`config.mk`:
```
export PLATFORM = sky130hd
export DESIGN_NAME = sync_updown_counter
export DESIGN_NICKNAME = d
export VERILOG_FILES = /design/src/rtl/counter_pkg.sv /design/src/rtl/counter_tc_detect.sv /design/src/rtl/sync_updown_counter.sv
export SDC_FILE = /design/constraint.sdc
export NUM_CORES = 1
export LEC_CHECK = 0
export CAP_MARGIN = 20
export CORE_AREA = 4 4 41 43
export DETAILED_ROUTE_END_ITERATION = 16
export DIE_AREA = 0 0 45 47
export PLACE_DENSITY = 0.62
export SETUP_SLACK_MARGIN = 0.3
export SLEW_MARGIN = 20
export SYNTH_ARGS = -nofsm -noshare
export SYNTH_HDL_FRONTEND = slang
export SYNTH_HIERARCHICAL = 1
export SYNTH_SLANG_ARGS = --single-unit
export TNS_END_PERCENT = 1
```
`constraint.sdc`:
```
create_clock -name clock -period 1.9 [get_ports clock]
set_input_delay 0.38 -clock clock [delete_from_list [all_inputs] [get_ports clock]]
set_output_delay 0.38 -clock clock [all_outputs]
set_load 0.01 [all_outputs]
```
`src/rtl/counter_pkg.sv`:
```
`default_nettype none
// ============================================================================
// Module      : counter_pkg
// Description : Shared constants and elaboration helpers for the counter
//               primitive family (mode encodings, width and modulus checks).
// Revision    : 1.0 - initial release
// ============================================================================
package counter_pkg;

    // Saturation mode encodings for the SATURATE parameter
    localparam int MODE_WRAP = 0;
    localparam int MODE_SAT  = 1;

    // Legal parameter envelope
    localparam int MIN_WIDTH   = 1;
    localparam int MAX_WIDTH   = 32;
    localparam int MIN_MODULUS = 2;

    // Number of bits needed to represent values 0..value-1
    function automatic int clog2(input longint unsigned value);
        longint unsigned v;
        int              r;
        r = 0;
        if (value > 64'd1) begin
            v = value - 64'd1;
            while (v != 64'd0) begin
                r = r + 1;
                v = v >> 1;
            end
        end
        return r;
    endfunction

    // A modulus is legal when it has at least two states and all of its
    // states (0..modulus-1) fit in the counter width
    function automatic bit modulus_ok(input int width, input longint unsigned modulus);
        return (modulus >= longint'(MIN_MODULUS)) && (clog2(modulus) <= width);
    endfunction

endpackage : counter_pkg
`default_nettype wire

```
`src/rtl/counter_tc_detect.sv`:
```
`default_nettype none
// ============================================================================
// Module      : counter_tc_detect
// Description : Combinational terminal-count compare. High when the counter
//               is enabled and sits at the end value for its direction, so
//               it can directly drive the enable of a following stage.
// Revision    : 1.0 - initial release
// ============================================================================
module counter_tc_detect #(
    parameter int               WIDTH   = 4,
    parameter logic [WIDTH-1:0] MAX_VAL = '1
) (
    input  logic [WIDTH-1:0] count,
    input  logic             en,
    input  logic             up,
    output logic             tc
);

    logic w_at_max;
    logic w_at_min;

    assign w_at_max = (count == MAX_VAL);
    assign w_at_min = (count == '0);
    assign tc       = en & ((up & w_at_max) | (~up & w_at_min));

endmodule : counter_tc_detect
`default_nettype wire

```
`src/rtl/sync_updown_counter.sv`:
```
`default_nettype none
// ============================================================================
// Module      : sync_updown_counter
// Description : Fully synchronous modulo-N up/down counter with parallel
//               load (clamped to the range), count enable, wrap or saturate
//               end behaviour, combinational terminal count for cascading and
//               a registered one-cycle wrap/saturate event pulse.
// Revision    : 1.0 - initial release
// ============================================================================
module sync_updown_counter
    import counter_pkg::*;
#(
    parameter int              WIDTH     = 4,
    parameter longint unsigned MODULUS   = 16,
    parameter int              SATURATE  = MODE_WRAP,
    parameter longint unsigned RESET_VAL = 0
) (
    input  logic             clock,
    input  logic             clear,
    input  logic             en,
    input  logic             up,
    input  logic             load,
    input  logic [WIDTH-1:0] load_val,
    output logic [WIDTH-1:0] count,
    output logic             tc,
    output logic             wrapped
);

    // ------------------------------------------------------------------
    // Elaboration-time parameter checks
    // ------------------------------------------------------------------
    if ((WIDTH < MIN_WIDTH) || (WIDTH > MAX_WIDTH)) begin : g_bad_width
        $error("sync_updown_counter: WIDTH must be in 1..32");
    end
    if (!modulus_ok(WIDTH, MODULUS)) begin : g_bad_modulus
        $error("sync_updown_counter: MODULUS must be in 2..2**WIDTH");
    end
    if (RESET_VAL >= MODULUS) begin : g_bad_reset_val
        $error("sync_updown_counter: RESET_VAL must be below MODULUS");
    end
    if ((SATURATE != MODE_WRAP) && (SATURATE != MODE_SAT)) begin : g_bad_mode
        $error("sync_updown_counter: SATURATE must be MODE_WRAP or MODE_SAT");
    end

    // Highest legal count; MODULUS-1 always fits in WIDTH bits, so all
    // range comparisons stay at WIDTH bits with no overflow reliance
    localparam logic [WIDTH-1:0] c_max   = WIDTH'(MODULUS - 64'd1);
    localparam logic [WIDTH-1:0] c_reset = WIDTH'(RESET_VAL);
    localparam logic [WIDTH-1:0] c_one   = WIDTH'(1);
    localparam bit               c_sat   = (SATURATE == MODE_SAT);

    logic [WIDTH-1:0] r_count;
    logic             r_wrapped;
    logic             w_tc;
    logic             w_at_max;
    logic             w_at_min;
    logic [WIDTH-1:0] w_step;
    logic [WIDTH-1:0] w_load_clamped;

    counter_tc_detect #(
        .WIDTH   (WIDTH),
        .MAX_VAL (c_max)
    ) u_tc_detect (
        .count (r_count),
        .en    (en),
        .up    (up),
        .tc    (w_tc)
    );

    assign w_at_max       = (r_count == c_max);
    assign w_at_min       = (r_count == '0);
    assign w_load_clamped = (load_val > c_max) ? c_max : load_val;

    // Next value for one enabled step; at an end the counter either wraps
    // to the opposite end or holds, never leaving 0..MODULUS-1
    always_comb begin
        w_step = r_count;
        if (up) begin
            if (!w_at_max) begin
                w_step = r_count + c_one;
            end else if (!c_sat) begin
                w_step = '0;
            end
        end else begin
            if (!w_at_min) begin
                w_step = r_count - c_one;
            end else if (!c_sat) begin
                w_step = c_max;
            end
        end
    end

    // Count and event register: clear > load > enable > hold
    always_ff @(posedge clock) begin
        if (clear) begin
            r_count   <= c_reset;
            r_wrapped <= 1'b0;
        end else if (load) begin
            r_count   <= w_load_clamped;
            r_wrapped <= 1'b0;
        end else if (en) begin
            r_count   <= w_step;
            r_wrapped <= w_tc;
        end else begin
            r_wrapped <= 1'b0;
        end
    end

    assign count   = r_count;
    assign tc      = w_tc;
    assign wrapped = r_wrapped;

endmodule : sync_updown_counter
`default_nettype wire
```
==> results of run 1 <==
flip-flops by register name, summed over array words and instances (netlist names):
signal,count
count,4
wrapped,1
per-stage QoR:
step                setup WS (ns)  TNS (ns)
global route               0.0739         0
finish                      0.130         0
floorplan                   0.327         0
CTS                         0.110         0
detailed placement         -0.205    -0.205
global placement           -0.172    -0.172
worst reg2reg max path: stages, from the launching register on:
cell	delay, ns
dfxtp_1	0.31
buf_4	0.16
inv_2	0.07
ha_1	0.19
nor3b_1	0.17
o21ai_0	0.10
a311o_1	0.31
a21oi_1	0.13
area by class of cell:
class / count / area share
multi-input combinational: 38 / 0.438
tap: 15 / 0.0293
clock buffer: 4 / 0.0410
inverter: 5 / 0.0313
timing repair buffer: 21 / 0.303
sequential: 5 / 0.158
power by group through the flow:
stage	clock network, uW	registers [uW]	logic (uW)
6_report	121	117	136
5_1_grt	136	117	150
4_1_cts	129	117	133
3_5_place_dp	0	118	128
3_3_place_gp	0	118	127
2_1_floorplan	0	130	54.0
synthesized netlist by cell type:
| library cell | number | area [um2] |
|---|---|---|
| a21bo_1 | 1 | 10.0 |
| a21oi_1 | 5 | 25.0 |
| a311o_1 | 2 | 20.0 |
| a31oi_2 | 1 | 12.5 |
| and3b_1 | 1 | 8.76 |
| buf_2 | 1 | 5.00 |
| clkinv_2 | 1 | 5.00 |
| dfxtp_1 | 5 | 100 |
| ha_1 | 2 | 25.0 |
| inv_1 | 2 | 7.51 |
| inv_2 | 2 | 7.51 |
| mux2_2 | 1 | 11.3 |
| mux2i_1 | 1 | 10.0 |
| nand2_1 | 5 | 18.8 |
| nand2b_1 | 1 | 6.26 |
| nand3_1 | 1 | 5.00 |
| nand4_1 | 1 | 6.26 |
| nor2_1 | 2 | 7.51 |
| nor2b_1 | 2 | 12.5 |
| nor3b_1 | 1 | 7.51 |
| o21a_1 | 1 | 7.51 |
| o21ai_0 | 3 | 15.0 |
| o21bai_1 | 1 | 7.51 |
| o22ai_1 | 1 | 6.26 |
| o31ai_1 | 1 | 7.51 |
| or4_1 | 2 | 15.0 |
| xnor2_1 | 2 | 17.5 |
path summary, 6_finish.rpt:
| path | startpoint | endpoint | slack (ns) | cells after the start |
|---|---|---|---|---|
| max | count[2] | tc | 0.13 | 3 |
| min | load_val[0] | count[0] | 0.69 | 3 |
| min reg2reg | count[2] | count[2] | 0.72 | 3 |
| max reg2reg | count[0] | count[0] | 0.39 | 7 |
cells in the final DEF, fill, tap and decap left out, types with 2 or more instances in the layout:
cell,n
nor2_1,2
dfxtp_1,4
a311o_1,2
clkbuf_4,3
inv_2,2
a21oi_1,5
xnor2_1,2
nor2b_1,2
o21ai_0,3
clkdlybuf4s50_1,13
inv_1,2
ha_1,2
nand2_1,5
buf_4,7
cell families after synthesis:
group,Yosys count,share of synthesized area
muxes,2,0.0548
xor gates and xnor gates,2,0.0452
AOI/OAI and AO/OA,16,0.287
and+or+nand+nor,16,0.226
buffers and inverters,6,0.0645
adders and majority gates,2,0.0645
DFF,5,0.258
timing repair:
item                                    in CTS  in global routing
buffers inserted                             1                  0
cloned                                       0                  0
gates resized for setup                      7                  2
pin swaps                                    2                  0
endpoints found under the setup margin       5                  6
per-layer routing:
metal | up-vias | global-route usage
li1 | 227 | -
met1 | 198 | 0.126
met2 | 16 | 0.172
met3 | 0 | 0.0690
met4 | 0 | 0.0526
met5 | - | 0
==> reports/metrics.cfg, run 1 <==
[pwr]
power_frac_comb=0.364
internal_power_uw=269
total_power_uw=374
clkPwrFrac=0.324
p_per_area_nw_per_um2=584
max-vdd-ir-drop_mv=0.414
power.switching_uw=105
sw_frac_of_total=0.281
seqPwrFrac=0.312
leakage_uw=0.000266

[cells_and_area]
final_area_um2=641
fin_util=0.492
n_antenna_cell=0
fillers=140
finalNonFillerCells=88
post_route_cells_drive_above_1_share=0.260
multiInputGateArea_um2=280
ff_latch_area_um2=101
final_nets=85
syn2layout_area_growth_pct=65.2

[clocking]
hold_buffers=0
clkSinkCount=5
tritoncts=done
htreeDepth=1
cts_made_buffers=3
clk_path_buf_depth=2
cts-root-buf=clkbuf_4
clk-insertion-delay-late_ns=0.24
path_clk_slew_ns=0.04

[setup_path]
crit_type=flip-flop to output pin
critPathBufInv=1
cp_slowest_cell=or4_4
max_stage_delay_ns=0.55
cp.arrival_ns=1.39
critPathMaxFanout=2
cp_cell_sequence=or4_4, o22ai_4, buf_6
critPathLaunchType=flip-flop
end_kind=output pin
cp.required_ns=1.52
cp_top_family=simple AND/OR/NAND/NOR gates

[synth]
syn_area_um2=388
postSynthAreaPerCell_um2=7.92
synth-seq-cells=5
synthesis.nets=60
ys_seq_area_frac=0.258
synth_cells=49
ys_warn_count=6
ys_types=27

[sta]
hold_viol=0
whs_ns=0.693
max_freq_mhz=565
period_share=0.932
finalMaxSlewViolations=0
rsz0062_at_grt=true
slew_headroom=0.785
finalSetupViolCount=0
worstMarginPinSlew_ns=0.321
clock_skew_ns=0.00392
period_needed_ns=1.77

[route]
wl_met1_um=433
topRoutingLayerUsed=met3
drtAntennaViolNets=0
routedWlPerCell_um=11.3
dr.pass1.iters=4
route.detailed.drc=0
dr_wl_met2_um=458
wl_met3_um=97
via_per_inst=5.01
routed_wl_um=990
drtIter0Drc=7
vias=441

[die]
io_pins=15
die_h_um=47
core_um2=1300
die_area_um2=2120
rows=13
start_util=0.298
die_x_um=45

[outcome]
outcome=complete, no violations

[placement]
dp.cells=83
hpwl_um=764
placed_cell_area_um2=587
port_buffers=14
place.gp.congestion=0.832

[min_path]
min_path_type=primary input to flip-flop

[global_routing]
grt_max_degree=10
grt_pass1_wl_um=1640
grt_pass1_vias=399
antenna_found_initial=0
grt_usage=0.113
globalRouteOverflowTotal=0

[flow_run]
cap_violations=0

Note: power is estimated with default switching activity, not from simulation.
==> run 2: changes to the inputs <==
SETUP_SLACK_MARGIN = 0.4   (was 0.3)
==> reports/metrics.cfg, run 2 (synthesis gave the netlist of run 1 again) <==
[outcome]
outcome=complete, no violations

[sta]
clock_skew_ns=0.00577
worstMarginPinSlew_ns=0.321
rsz0062_at_grt=true
period_share=0.936
finalMaxSlewViolations=0
max_freq_mhz=563
fin_tns_setup_ns=0
period_needed_ns=1.78
whs_ns=0.689
hold_viol=0
finalSetupViolCount=0
final.setup.worst_slack_ns=0.122
slew_headroom=0.785

[setup_path]
cp.arrival_ns=1.40
critPathLaunchType=flip-flop
crit_type=flip-flop to output pin
r2r_end=count[0]
r2r_setup_slack_ns=0.40
critPathMaxFanout=2
end_kind=output pin
worstReg2RegStart=count[0]
cp.required_ns=1.52
reg2regPathDepth=7

[route]
via_per_inst=5.03
routed_wl_um=986
drtAntennaViolNets=0
dr.pass1.iters=2
vias=438
route.detailed.drc=0
drtIter0Drc=3
routedWlPerCell_um=11.3

[placement]
hpwl_um=775
placed_cell_area_um2=596
dp_slack_ns=-0.212
place.gp.congestion=0.790
port_buffers=14

[cells_and_area]
largest_register_ffs=4
syn2layout_area_growth_pct=59.0
fillers=154
mostFrequentLayoutCell=clkdlybuf4s50_1
post_route_cells_drive_above_1_share=0.250
final_area_um2=617
final_nets=84
n_antenna_cell=0
final_cell_mix=clkdlybuf4s50_1 (13), buf_4 (6), a21oi_1 (5), nand2_1 (5)

[pwr]
max-vdd-ir-drop_mv=0.382
p_per_area_nw_per_um2=599
total_power_uw=369
leakage_uw=0.000260

[min_path]
worstHoldStart=count[2]
min_path_type=flip-flop to flip-flop
hold_path_end=count[2]
hold_depth=3

[clocking]
tritoncts=done
clkSinkCount=5
clk-insertion-delay-late_ns=0.25
cts_made_buffers=3
hold_buffers=0
path_clk_slew_ns=0.05
htreeDepth=1
clk_path_buf_depth=2
cts-root-buf=clkbuf_4

[global_routing]
antenna_found_initial=0
grt_pass1_vias=359
grt_pass1_wl_um=1550
globalRouteOverflowTotal=0
grt_usage=0.111
grt_max_degree=10

[flow_run]
cap_violations=0

[die]
die_h_um=47
die_area_um2=2120
rows=13
die_x_um=45
io_pins=15
start_util=0.298
core_um2=1300

run 2: changes by cell type in the layout (fill, tap and decap cells not counted), sizes merged:
cell,before,now
buf,8,7
run 2: area by class of cell:
| type | instances | area, um2 | area share |
|---|---|---|---|
| Tap cell | 15 | 18.8 | 0.0304 |
| Clock buffer | 4 | 26.3 | 0.0426 |
| Multi-Input combinational cell | 38 | 269 | 0.436 |
| Sequential cell | 5 | 103 | 0.166 |
| Timing Repair Buffer | 20 | 180 | 0.292 |
| Inverter | 5 | 20.0 | 0.0325 |
run 2: critical path, stage by stage, from the launching register on:
cell and delay, ns:
dfxtp_2 0.31, or4_1 0.53, o22ai_2 0.16, buf_2 0.15
run 2: report_power, final:
group          leakage, uW  internal, uW  switching [uW]
Sequential       0.0000420           113            3.33
Clock            0.0000150          79.5            45.1
Combinational     0.000203          70.6            57.4
Total             0.000260           263             106
run 2: timing repair:
item / in CTS / in global routing
endpoints found under the setup margin: 7 / 8
gates resized for setup: 4 / 0
buffers inserted: 0 / 0
endpoints found under the hold margin: 0 / 0
run 2: per-stage QoR:
step / std cells / util
finish: 87 / 0.474
global route: 87 / 0.474
CTS: 87 / 0.474
detailed placement: 83 / 0.458
global placement: 83 / 0.458
floorplan: 49 / -
run 2: worst max-delay path by stage:
stage	cells past startpoint	from	end
after detailed placement	4	up	tc
after CTS	3	count[1]	tc
after global routing	3	count[1]	tc
after global placement	4	up	tc
after floorplan	2	count[1]	tc
final	3	count[1]	tc
run 2: metal layers:
layer	track usage	share of wire
met1	0.132	0.43
met2	0.150	0.44
met3	0.0881	0.12
met4	0.0351	0
met5	0	0
==> run 3: changes to the inputs <==
CAP_MARGIN = 10   (was 20)
==> results of run 3 <==
Final layout, timing and power as in run 2 (identical DEF).
